**src/rtl/freq_meter_pkg.sv**
```systemverilog
// ---------------------------------------------------------------------------
// freq_meter_pkg
// Shared definitions for the frequency meter and its BCD converter:
//   - state_t         : measurement FSM states
//   - DEF_GATE_CYCLES : default gate window length in clk cycles (1 s @ 40 MHz)
//   - DEF_CNT_WIDTH   : default edge-counter width
//   - BCD_DIGITS      : number of packed BCD digits on the display path
// ---------------------------------------------------------------------------
package freq_meter_pkg;

    typedef enum logic [1:0] {
        IDLE = 2'd0,
        GATE = 2'd1,
        CONV = 2'd2,
        DONE = 2'd3
    } state_t;

    localparam int DEF_GATE_CYCLES = 40_000_000;
    localparam int DEF_CNT_WIDTH   = 25;
    localparam int BCD_DIGITS      = 8;

endpackage

```
**src/rtl/freq_meter_bin2bcd.sv**
```systemverilog
// ---------------------------------------------------------------------------
// bin2bcd
// Sequential shift-add-3 (double-dabble) converter, one input bit per cycle.
// A load pulse captures bin; CNT_WIDTH cycles later done pulses for one cycle
// with the packed BCD result on bcd (digit 0 in bits [3:0]).
// Ports:
//   clk, rst_n : clock, synchronous active-low reset (aborts a conversion)
//   load       : start a conversion of bin
//   bin        : binary value to convert
//   done       : one-cycle pulse, bcd valid
//   bcd        : BCD_DIGITS packed BCD digits
// ---------------------------------------------------------------------------
module bin2bcd
    import freq_meter_pkg::*;
#(
    parameter int CNT_WIDTH = DEF_CNT_WIDTH
) (
    input  logic                  clk,
    input  logic                  rst_n,
    input  logic                  load,
    input  logic [CNT_WIDTH-1:0]  bin,
    output logic                  done,
    output logic [31:0]           bcd
);

    localparam int BCD_W = 4 * BCD_DIGITS;
    localparam int SH_W  = $clog2(CNT_WIDTH + 1);

    logic [CNT_WIDTH-1:0] sh_q,   sh_d;
    logic [BCD_W-1:0]     bcd_q,  bcd_d;
    logic [SH_W-1:0]      left_q, left_d;
    logic                 run_q,  run_d;
    logic [BCD_W-1:0]     adj;

    // Add 3 to every digit >= 5 before the shift, so the shift carries
    // correctly into the next decimal digit.
    genvar gi;
    generate
        for (gi = 0; gi < BCD_DIGITS; gi++) begin : g_adj
            assign adj[gi*4 +: 4] = (bcd_q[gi*4 +: 4] >= 4'd5) ?
                                    bcd_q[gi*4 +: 4] + 4'd3 : bcd_q[gi*4 +: 4];
        end
    endgenerate

    always_comb begin
        sh_d   = sh_q;
        bcd_d  = bcd_q;
        left_d = left_q;
        run_d  = run_q;
        if (load) begin
            sh_d   = bin;
            bcd_d  = '0;
            left_d = SH_W'(CNT_WIDTH);
            run_d  = 1'b1;
        end else if (run_q) begin
            if (left_q != '0) begin
                bcd_d  = {adj[BCD_W-2:0], sh_q[CNT_WIDTH-1]};
                sh_d   = sh_q << 1;
                left_d = left_q - SH_W'(1);
            end else begin
                run_d  = 1'b0;          // done pulses for exactly one cycle
            end
        end
    end

    always_ff @(posedge clk) begin
        if (!rst_n) begin
            sh_q   <= '0;
            bcd_q  <= '0;
            left_q <= '0;
            run_q  <= 1'b0;
        end else begin
            sh_q   <= sh_d;
            bcd_q  <= bcd_d;
            left_q <= left_d;
            run_q  <= run_d;
        end
    end

    assign done = run_q && (left_q == '0);
    assign bcd  = bcd_q;

endmodule

```
**src/rtl/freq_meter.sv**
```systemverilog
// ---------------------------------------------------------------------------
// freq_meter
// Counts rising edges of an asynchronous input over a GATE_CYCLES-long
// window and reports the count, optionally as packed BCD.
// Build option: define FREQ_METER_BCD_EN to add the CONV state and the
// bin2bcd converter; freq then carries 8 BCD digits (32 bits).
// Ports:
//   clk        : system clock
//   rst_n      : synchronous active-low reset
//   sig_in     : asynchronous signal under measurement
//   start      : one-cycle measurement request (ignored while busy / in DONE)
//   busy       : measurement in progress (GATE or CONV)
//   freq       : last result, held between freq_valid pulses
//   freq_valid : one-cycle pulse when freq/overflow update
//   overflow   : last result saturated
// ---------------------------------------------------------------------------
module freq_meter
    import freq_meter_pkg::*;
#(
    parameter int GATE_CYCLES = DEF_GATE_CYCLES,
    parameter int CNT_WIDTH   = DEF_CNT_WIDTH,
`ifdef FREQ_METER_BCD_EN
    localparam int FREQ_W     = 4 * BCD_DIGITS
`else
    localparam int FREQ_W     = CNT_WIDTH
`endif
) (
    input  logic              clk,
    input  logic              rst_n,
    input  logic              sig_in,
    input  logic              start,
    output logic              busy,
    output logic [FREQ_W-1:0] freq,
    output logic              freq_valid,
    output logic              overflow
);

    localparam int GC_W = $clog2(GATE_CYCLES + 1);
    localparam logic [CNT_WIDTH-1:0] CNT_MAX = {CNT_WIDTH{1'b1}};

    state_t               state_q,    state_d;
    logic                 sync1_q,    sync1_d;
    logic                 sync2_q,    sync2_d;
    logic                 prev_q,     prev_d;
    logic [GC_W-1:0]      gate_cnt_q, gate_cnt_d;
    logic [CNT_WIDTH-1:0] cnt_q,      cnt_d;
    logic                 ovf_q,      ovf_d;
    logic [FREQ_W-1:0]    freq_q,     freq_d;
    logic                 overflow_q, overflow_d;
    logic                 rise;
    logic                 bcd_load;

`ifdef FREQ_METER_BCD_EN
    logic                 bcd_done;
    logic [31:0]          bcd_val;

    bin2bcd #(.CNT_WIDTH(CNT_WIDTH)) u_bin2bcd (
        .clk   (clk),
        .rst_n (rst_n),
        .load  (bcd_load),
        .bin   (cnt_d),
        .done  (bcd_done),
        .bcd   (bcd_val)
    );
`endif

    always_comb begin
        state_d    = state_q;
        sync1_d    = sig_in;
        sync2_d    = sync1_q;
        prev_d     = sync2_q;
        gate_cnt_d = gate_cnt_q;
        cnt_d      = cnt_q;
        ovf_d      = ovf_q;
        freq_d     = freq_q;
        overflow_d = overflow_q;
        bcd_load   = 1'b0;
        rise       = sync2_q & ~prev_q;

        case (state_q)
            IDLE: begin
                if (start) begin
                    gate_cnt_d = '0;
                    cnt_d      = '0;
                    ovf_d      = 1'b0;
                    state_d    = GATE;
                end
            end
            GATE: begin
                gate_cnt_d = gate_cnt_q + GC_W'(1);
                if (rise) begin
                    if (cnt_q == CNT_MAX) ovf_d = 1'b1;
                    else                  cnt_d = cnt_q + CNT_WIDTH'(1);
                end
                // The edge seen in the last gate cycle is folded in through
                // cnt_d/ovf_d, so the result is complete at the transition.
                if (gate_cnt_q == GC_W'(GATE_CYCLES - 1)) begin
`ifdef FREQ_METER_BCD_EN
                    bcd_load   = 1'b1;
                    state_d    = CONV;
`else
                    freq_d     = cnt_d;
                    overflow_d = ovf_d;
                    state_d    = DONE;
`endif
                end
            end
`ifdef FREQ_METER_BCD_EN
            CONV: begin
                if (bcd_done) begin
                    freq_d     = ovf_q ? 32'h9999_9999 : bcd_val;
                    overflow_d = ovf_q;
                    state_d    = DONE;
                end
            end
`endif
            DONE: begin
                state_d = IDLE;         // start in this cycle is dropped
            end
            default: begin
                state_d = IDLE;
            end
        endcase
    end

    always_ff @(posedge clk) begin
        if (!rst_n) begin
            state_q    <= IDLE;
            sync1_q    <= 1'b0;
            sync2_q    <= 1'b0;
            prev_q     <= 1'b0;
            gate_cnt_q <= '0;
            cnt_q      <= '0;
            ovf_q      <= 1'b0;
            freq_q     <= '0;
            overflow_q <= 1'b0;
        end else begin
            state_q    <= state_d;
            sync1_q    <= sync1_d;
            sync2_q    <= sync2_d;
            prev_q     <= prev_d;
            gate_cnt_q <= gate_cnt_d;
            cnt_q      <= cnt_d;
            ovf_q      <= ovf_d;
            freq_q     <= freq_d;
            overflow_q <= overflow_d;
        end
    end

    assign busy       = (state_q == GATE) || (state_q == CONV);
    assign freq_valid = (state_q == DONE);
    assign freq       = freq_q;
    assign overflow   = overflow_q;

endmodule

```
**config.mk**
```make
export PLATFORM = sky130hd
export DESIGN_NAME = freq_meter
export DESIGN_NICKNAME = d
export VERILOG_FILES = /design/src/rtl/freq_meter_pkg.sv /design/src/rtl/freq_meter_bin2bcd.sv /design/src/rtl/freq_meter.sv
export SDC_FILE = /design/constraint.sdc
export NUM_CORES = 1
export LEC_CHECK = 0
export CAP_MARGIN = 20
export CORE_MARGIN = 4
export CORE_UTILIZATION = 35
export DETAILED_ROUTE_END_ITERATION = 6
export SYNTH_ARGS = -nofsm -noshare
export SYNTH_HDL_FRONTEND = slang
export SYNTH_SLANG_ARGS = --single-unit
```
**constraint.sdc**
```tcl
create_clock -name clk -period 2.2 [get_ports clk]
set_clock_uncertainty 0.2 [all_clocks]
set_input_delay 0.44 -clock clk [delete_from_list [all_inputs] [get_ports clk]]
set_output_delay 0.44 -clock clk [all_outputs]
set_load 0.1 [all_outputs]
```
After elaboration in Yosys (flattened, before gate mapping)
Cells that the tools add are included.
{ "totals": {"register_bits": 83, "inputBits": 4, "out_inout_bits": 28, "elab_cells": 39} }
{ "classes": {"addsub": 2, "n_eq_ne": 7, "n_mux": 13, "bitwise_logic": 2, "reduce_logical": 6} }
{ "op_table": {"columns": ["op", "count"], "rows": [
  ["$mux 25", 3],
  ["$pmux 26 s2", 1],
  ["$pmux 25 s2", 1],
  ["$add 26x1->26 const B", 1],
  ["$eq 26x26->1 const B", 1],
  ["$mux 26", 1],
  ["$add 25x1->25 const B", 1],
  ["$eq 25x25->1 const B", 1],
  ["$reduce_and 2->1", 3],
  ["$eq 2x2->1 const B", 2],
  ["$mux 2", 2],
  ["$ne 2x2->1 const B", 2],
  ["$pmux 2 s2", 1],
  ["$mux 1", 3],
  ["$eq 2x1->1 const B", 1],
  ["$logic_not 2->1", 1],
  ["$pmux 1 s2", 1],
  ["$reduce_bool 2->1", 1],
  ["$and 1x1->1", 1],
  ["$logic_or 1x1->1", 1],
  ["$not 1->1", 1]
]} }

Longest topological paths before layout
Gate-level depths: netlist of run 1.
{ "depth": {"ltp_word": 4, "mapped_depth": 9, "mapped_depth_nobuf": 7} }

Worst setup path after synthesis of run 1
No wires, ideal clock.
{ "synth_timing": {"path_kind": "reg-to-reg", "start": "register state_q[0]", "end": "register gate_cnt_q[24]", "setup_time_ns": 0.128, "arrival_time_ns": 1.898, "t_required_ns": 1.872, "slack_ns": -0.026, "path_stages_with_launch": 8, "n_path_buf": 0, "synth_period_minus_slack_ns": 2.226, "cell_sequence": "dfxtp_1 > inv_1 > ha_1 > mux2i_1 > or4b_1 > nor4_1 > xnor2_1 > nor2_1"} }
{ "synth_between": {"elab_chain_len": 3, "elab_cells_between_ends": 6, "cone_classes": "eq/ne (2); mux (1); reduce/logical (3)"} }
{ "synth_rtl": {"columns": ["item", "line", "source"], "rows": [
  ["from (decl)", "freq_meter.sv:41", "state_t state_q, state_d;"],
  ["from (signal assigned)", "freq_meter.sv:138", "state_q <= state_d;"],
  ["$eq 2x1->1 / $logic_not 2->1 (equally long branches)", "freq_meter.sv:80", "case (state_q)"],
  ["$reduce_bool 2->1 (no source line) / $ne 2x2->1 (equally long branches)", null, null],
  ["$reduce_and 2->1 (no source line)", null, null],
  ["to (signal assigned)", "freq_meter.sv:142", "gate_cnt_q <= gate_cnt_d;"],
  ["to (decl)", "freq_meter.sv:45", "logic [GC_W-1:0] gate_cnt_q, gate_cnt_d;"]
]} }
Several ways; a longest one is shown, not always the timed one.
A chain may end at the register's enable or synchronous reset.

Worst setup path in the final report of run 1
{ "layout_timing": {"start": "register gate_cnt_q[16]", "end": "register freq_q[17] (netlist: freq[17])"} }
{ "layout_between": {"elab_chain_len": 2} }
{ "layout_rtl": {"columns": ["item", "line", "source"], "rows": [
  ["$eq 26x26->1", "freq_meter.sv:97", "if (gate_cnt_q == GC_W'(GATE_CYCLES - 1)) begin"],
  ["$reduce_and 2->1 (no source line)", null, null],
  ["to (signal assigned)", "freq_meter.sv:145", "freq_q <= freq_d;"],
  ["to (decl)", "freq_meter.sv:48", "logic [FREQ_W-1:0] freq_q, freq_d;"]
]} }
Every way passes these cells.

==> run summary, run 1 <==
Max Cap Viol: 0
Worst Setup End Kind: register
crit path launch: gate_cnt_q[16]
EDFF count, synth: 0
Fin Hold WS: 0.233 ns
fillers: 1150
YS warnings: 0
Setup TNS Final: 0 ns
Die ar.: 14200 um2
WP data required: 2.25 ns
Total Nets Final: 608
top cells by count, synth: dfxtp_1, nor2_1, o21ai_0
Clock transition at path regs: 0.06 ns
Initial DRC Count: 284
Async S/R FF share, synth: 0
CTS tree: done
CTS root buffer: clkbuf_16
ys flop type: dfxtp_1
gp weighted congestion: 0.879
vias in the first global route: 3956
Sequential Area: 1680 um2
synthesized area per cell: 8.57 um2
post-route ant nets: 0
first-pass iteration count of the detailed router: 5
switch share: 0.246
Multi-input gate area: 2510 um2
Final Cell Area: 5830 um2
Sw Pwr: 839 uW
Rel. slew slack: 0.717
ratio of cells with drive above 1 in the final layout: 0.291
Hold Crit Class: reg2reg
routed wire length on met2: 6170 um
CP startpoint kind: register
number of buffers created by CTS: 9
GR Overflow Total: 0
sequential area share after synthesis: 0.384
r2r setup slk: 0.01 ns
Reg-to-Reg End: freq[17]
Overall Global Routing Usage: 0.171
worst setup path class: reg2reg
H-tree levels: 3
r2r startpoint: gate_cnt_q[16]
count leader, synth: dfxtp_1
DR WL met3: 596 um
Worst Path Max Fanout: 6
DP Wirelength: 8480 um
sink of the worst hold path: prev_d
Power Density: 586 nW/um2
Placed Cells: 750
cell count of the worst reg-to-reg path: 6
sequential power share: 0.450
die width: 119 um
RSZ-0062 raised after global routing: true
drt wl/cell: 16.5 um
area post-placement: 5310 um2
largest net degree at the start of global routing: 41
Place WS: -0.335 ns
Final Setup Violations: 0
status: complete, no violations
std cell rows: 40
first-pass GRT wire length: 19700 um
Post-Syn Area: 4320 um2
Skew-Pair Late Insertion Delay: 0.34 ns
WHS Path Cells: 1
maximum vdd drop: 509 uV
Worst Path Arrival: 2.24 ns
Synth Register Bits: 83
Routed WL: 12700 um
DR vias: 4217
Power Internal: 2580 uW
Syn Inst Count: 504
Peak Freq: 457 MHz
Core ar.: 12100 um2
clock buffer depth: 2
Die Y: 119 um
Met1 Routed Length: 5770 um
Cell variety after synth: 59
max-slew violation count: 0
top post-synthesis cells by area: dfxtp_1, a31oi_1, o21ai_0
combinational share of power: 0.106
Clk pwr share: 0.445
Top Metal Used: met4
Via density: 5.46
I/O Pins: 32
Post-Synthesis Net Count: 513
n_diodes: 0
initial antenna violation count: 0
drc violations: 0
Clock Sink Count: 83
Yosys top cell area share: 0.384
min Tclk post-route: 2.19 ns
final hold viol count: 0
Worst Max-Slew Pin Slew: 0.422 ns
port bufs: 31
hold_sp: sync1_q
Leakage: 0.00214 uW
fin crit share: 0.994
Initial Utilization: 0.358
area delta synth->final: 34.9%
leading area contributor after synthesis: dfxtp_1
setup ws final: 0.0141 ns
Final Instance Count excl. Fillers: 772
==> placed cells by master, fill, tap and decap left out, types with 4 or more instances in the layout <==
| master | synthesis | layout |
|---|---|---|
| a211oi_2 | 5 | 5 |
| a21oi_1 | 21 | 21 |
| a311oi_1 | 6 | 4 |
| a31oi_1 | 29 | 29 |
| a41oi_1 | 5 | 5 |
| and2_1 | 7 | 6 |
| and3_1 | 7 | 7 |
| and4_1 | 10 | 9 |
| buf_12 | 0 | 9 |
| buf_4 | 2 | 97 |
| clkbuf_16 | 0 | 13 |
| dfxtp_1 | 83 | 74 |
| dfxtp_2 | 0 | 8 |
| ha_1 | 5 | 4 |
| inv_1 | 19 | 19 |
| nand2_1 | 23 | 23 |
| nand3_1 | 21 | 21 |
| nand4_1 | 21 | 21 |
| nor2_1 | 41 | 38 |
| nor3_1 | 11 | 8 |
| nor4_1 | 8 | 5 |
| nor4_4 | 3 | 4 |
| o21ai_0 | 31 | 26 |
| o21ai_1 | 15 | 18 |
| o31ai_1 | 5 | 5 |
| or3_1 | 19 | 18 |
| or4_1 | 4 | 4 |
| xnor2_1 | 15 | 15 |
| xor2_1 | 13 | 13 |
==> power by group through the flow <==
stage | Combinational (uW) | Sequential [uW] | Clock [uW]
after floorplan | 180 | 1570 | 0
final | 361 | 1540 | 1520
after global routing | 390 | 1540 | 1620
after global placement | 352 | 1570 | 0
after detailed placement | 354 | 1570 | 0
after CTS | 357 | 1530 | 1560
==> cells by family after synthesis <==
logic type | count (synthesis) | share of synthesized area
AO/OA/AOI/OAI | 134 | 0.199
XOR/XNOR | 28 | 0.0567
adder cells (fa/ha/maj) | 5 | 0.0145
buffers and inverters | 51 | 0.0588
flip-flops | 83 | 0.384
multiplexers | 4 | 0.00955
AND/OR/NAND/NOR | 199 | 0.277
==> timing repair <==
item | CTS | global route
setup buffers | 0 | 2
gates resized for setup | 2 | 36
pin swaps | 0 | 15
endpoints found under the setup margin | 16 | 49
hold buffers | 0 | 0
cloned | 0 | 4
==> critical path: stages, from the launching register on <==
cell and delay [ns]:
dfxtp_2 0.32, or4b_4 0.54, nor4_4 0.34, and2_4 0.29
buf_12 0.15, nor2_2 0.03, a311oi_1 0.21
==> area by class of cell <==
cell class                      count  area share
Multi-Input combinational cell    370       0.431
Clock buffer                       11      0.0416
Clock inverter                      5     0.00901
Timing Repair Buffer              115       0.182
Inverter                           20      0.0129
Sequential cell                    83       0.287
Tap cell                          168      0.0360
==> state kept, by name (all words and copies together) (netlist names) <==
signal / cells
prev_d: 1
overflow: 1
cnt_q: 25
freq: 25
gate_cnt_q: 26
prev_q: 1
sync1_q: 1
ovf_q: 1
state_q: 2
==> through the flow <==
stage	power [uW]	util
final	3410	0.484
after global routing	3550	0.484
after CTS	3450	0.465
after detailed placement	1920	0.440
after global placement	1920	0.440
after floorplan	1750	-
==> per-layer routing <==
layer,global-route usage,vias up
li1,-,2088
met1,0.217,2014
met4,0.0514,0
met3,0.0423,15
met2,0.288,100
met5,0,-
==> worst max path at each step <==
stage                                 to  cells after the start  slack [ns]
final                           freq[17]                      6        0.01
after global routing            freq[17]                      6       -0.07
after CTS                      cnt_q[18]                      7     -0.0002
after detailed placement  gate_cnt_q[24]                      6       -0.34
after global placement    gate_cnt_q[22]                      6       -0.26
after floorplan           gate_cnt_q[24]                      7       -0.03
No activity file was read; power rests on OpenSTA's default activity.
==> run 2: changes to the inputs <==
--- a/config.mk
+++ b/config.mk
@@ -5,10 +5,12 @@
 export SDC_FILE = /design/constraint.sdc
 export NUM_CORES = 1
 export LEC_CHECK = 0
+export ABC_AREA = 0
 export CAP_MARGIN = 20
 export CORE_MARGIN = 4
 export CORE_UTILIZATION = 35
 export DETAILED_ROUTE_END_ITERATION = 6
+export SETUP_SLACK_MARGIN = 0.2
 export SYNTH_ARGS = -nofsm -noshare
 export SYNTH_HDL_FRONTEND = slang
 export SYNTH_SLANG_ARGS = --single-unit
==> run 2 against run 1 <==
Highest routed layer unchanged. Global-route usage is 0.67 points higher. Largest power group is now the clock network. Critical path type unchanged. Sequential power is essentially flat. Sequential share of layout area shrank 1.7 points. Die area did not move.
==> run summary, run 2 (synthesis results as in run 1) <==
CP startpoint kind: register
final hold viol count: 0 (unchanged)
first-pass GRT wire length: 20800 um (+5.5%)
Total Nets Final: 630 (+3.6%)
DR vias: 4382 (+3.9%)
Power Density: 556 nW/um2 (-5.0%)
maximum vdd drop: 386 uV (-24%)
max-slew violation count: 0 (unchanged)
Leakage: 0.00236 uW (+10%)
drc violations: 0 (unchanged)
area post-placement: 5410 um2 (+2.0%)
Worst Setup End Kind: register
number of buffers created by CTS: 9 (unchanged)
WP data required: 2.25 ns (about the same)
Die ar.: 14200 um2 (unchanged)
hold buffers post-CTS: 0 (unchanged)
first-pass iteration count of the detailed router: 4 (-1)
Final Cell Area: 6310 um2 (+8.2%)
Setup TNS Final: 0 ns (unchanged)
post-route ant nets: 0 (unchanged)
Max Cap Viol: 0 (unchanged)
Worst Max-Slew Pin Slew: 0.453 ns (+0.0310 ns)
commonest non-fill, non-tap cell in the layout: buf_4
Via density: 5.52 (+1.0%)
die width: 119 um (unchanged)
setup ws final: 0.0198 ns (+0.00561 ns)
ratio of cells with drive above 1 in the final layout: 0.385 (+0.0936)
Core ar.: 12100 um2 (unchanged)
CP delay by family, top: simple AND/OR/NAND/NOR gates
area delta synth->final: 46.1%
clock buffer depth: 2 (unchanged)
cell count along the critical path: 8 (+2)
WHS Path Cells: 1 (unchanged)
H-tree levels: 3 (unchanged)
crit path launch: cnt_q[12]
I/O Pins: 32 (unchanged)
std cell rows: 40 (unchanged)
Overall Global Routing Usage: 0.178 (+0.00671)
CP max-delay cell: dfxtp_2
worst setup path class: reg2reg
Clock Sink Count: 83 (unchanged)
Hold Crit Class: reg2reg
Routed WL: 13400 um (+5.0%)
Peak Freq: 459 MHz (+0.26%)
Worst Path Arrival: 2.23 ns (about the same)
r2r setup slk: 0.02 ns (about the same)
number of flip-flops in the largest register: 26 (unchanged)
n_diodes: 0 (unchanged)
Tot Pwr: 3510 uW (+2.8%)
min Tclk post-route: 2.18 ns (-0.00561 ns)
Worst path max stage delay: 0.35 ns (-0.19 ns)
switch share: 0.264 (+0.0184)
status: complete, no violations
Worst Path Max Fanout: 6 (unchanged)
cell count of the worst reg-to-reg path: 8 (+2)
RSZ-0062 raised after global routing: true
CTS root buffer: clkbuf_16
Sw Pwr: 928 uW (+11%)
buffers and inverters on the worst path: 3 (+2)
CTS tree: done
Clk pwr share: 0.451 (+0.006)
fin crit share: 0.991 (-0.00255)
sequential power share: 0.438 (-0.012)
vias in the first global route: 4143 (+4.7%)
GR Overflow Total: 0 (unchanged)
Place WS: -0.248 ns (+0.0871 ns)
DP Wirelength: 8850 um (+4.4%)
cell mode on critical path: buf_6
Power Internal: 2580 uW (+0.33%)
drt wl/cell: 16.8 um (+2.1%)
Rel. slew slack: 0.697 (-0.0202)
combinational share of power: 0.111 (+0.005)
Initial DRC Count: 270 (-4.9%)
Clock transition at path regs: 0.07 ns (about the same)
largest net degree at the start of global routing: 35 (-15%)
most flop-heavy register: gate_cnt_q
Die Y: 119 um (unchanged)
Initial Utilization: 0.358 (unchanged)
Skew-Pair Late Insertion Delay: 0.34 ns (about the same)
most frequent cells in the layout: buf_4, dfxtp_1, nor2_1
hold_sp: sync1_q
gp weighted congestion: 0.894 (+1.7%)
r2r startpoint: cnt_q[12]
crit path cell chain: and4_4 > nand4_1 > buf_4 > nor4_4 > buf_6 > buf_6 > o21ai_2 > a311oi_1
initial antenna violation count: 0 (unchanged)
port bufs: 31 (unchanged)
Final Setup Violations: 0 (unchanged)
## run 2: cell types whose count changed in the layout (fill, tap and decap cells not counted), moves of 4 or more
cell / delta
buf_6: +4
inv_6: +4
dfxtp_2: +6
or3_1: -4
buf_4: +16
o21ai_2: +6
dfxtp_4: +7
o21ai_0: -9
dfxtp_1: -13
or3_4: +5
## run 2: cell type report
cell class | instances | area [um2]
clock buffer | 9 | 225
clock inverter | 7 | 81.3
fill | 1097 | 5750
inverter | 20 | 77.6
multi-input combinational | 371 | 2760
sequential | 83 | 1710
tap | 168 | 210
timing repair buffer | 136 | 1250
## run 2: worst paths after layout
check / end
setup / recovery: freq[3]
setup reg to reg: freq[3]
hold reg to reg: prev_d
hold / removal: prev_d
## run 2: layer usage
layer	vias to the layer above	global-route usage	wire (um)
li1	2124	-	-
met1	2122	0.246	6330
met2	117	0.283	6200
met3	19	0.0294	623
met4	0	0.0587	205
met5	-	0	0
## run 2: metrics by stage
step           hold slack, ns  utilization  instances
2_1_floorplan           0.212            -        504
3_3_place_gp            0.221        0.449        751
3_5_place_dp            0.222        0.449        751
4_1_cts                 0.239        0.486        773
5_1_grt                 0.282        0.523        794
6_report                0.234        0.523        794
## run 2: power groups by stage
stage	Combinational, uW	Clock (uW)	Sequential (uW)
2_1_floorplan	205	0	1580
3_3_place_gp	349	0	1580
3_5_place_dp	357	0	1580
4_1_cts	361	1600	1540
5_1_grt	421	1670	1540
6_report	390	1580	1540
## run 2: worst reg2reg max path, cell delays in order (launching register included)
cell	delay [ns]
dfxtp_2	0.35
and4_4	0.22
nand4_1	0.17
buf_4	0.19
nor4_4	0.31
buf_6	0.19
buf_6	0.14
o21ai_2	0.05
a311oi_1	0.27
## run 2: repair_timing
| action | in CTS | in global routing |
|---|---|---|
| buffers inserted | 4 | 15 |
| endpoints found under the setup margin | 57 | 62 |
| pin swaps | 10 | 46 |
| gates resized for setup | 24 | 56 |
| cloned | 2 | 6 |
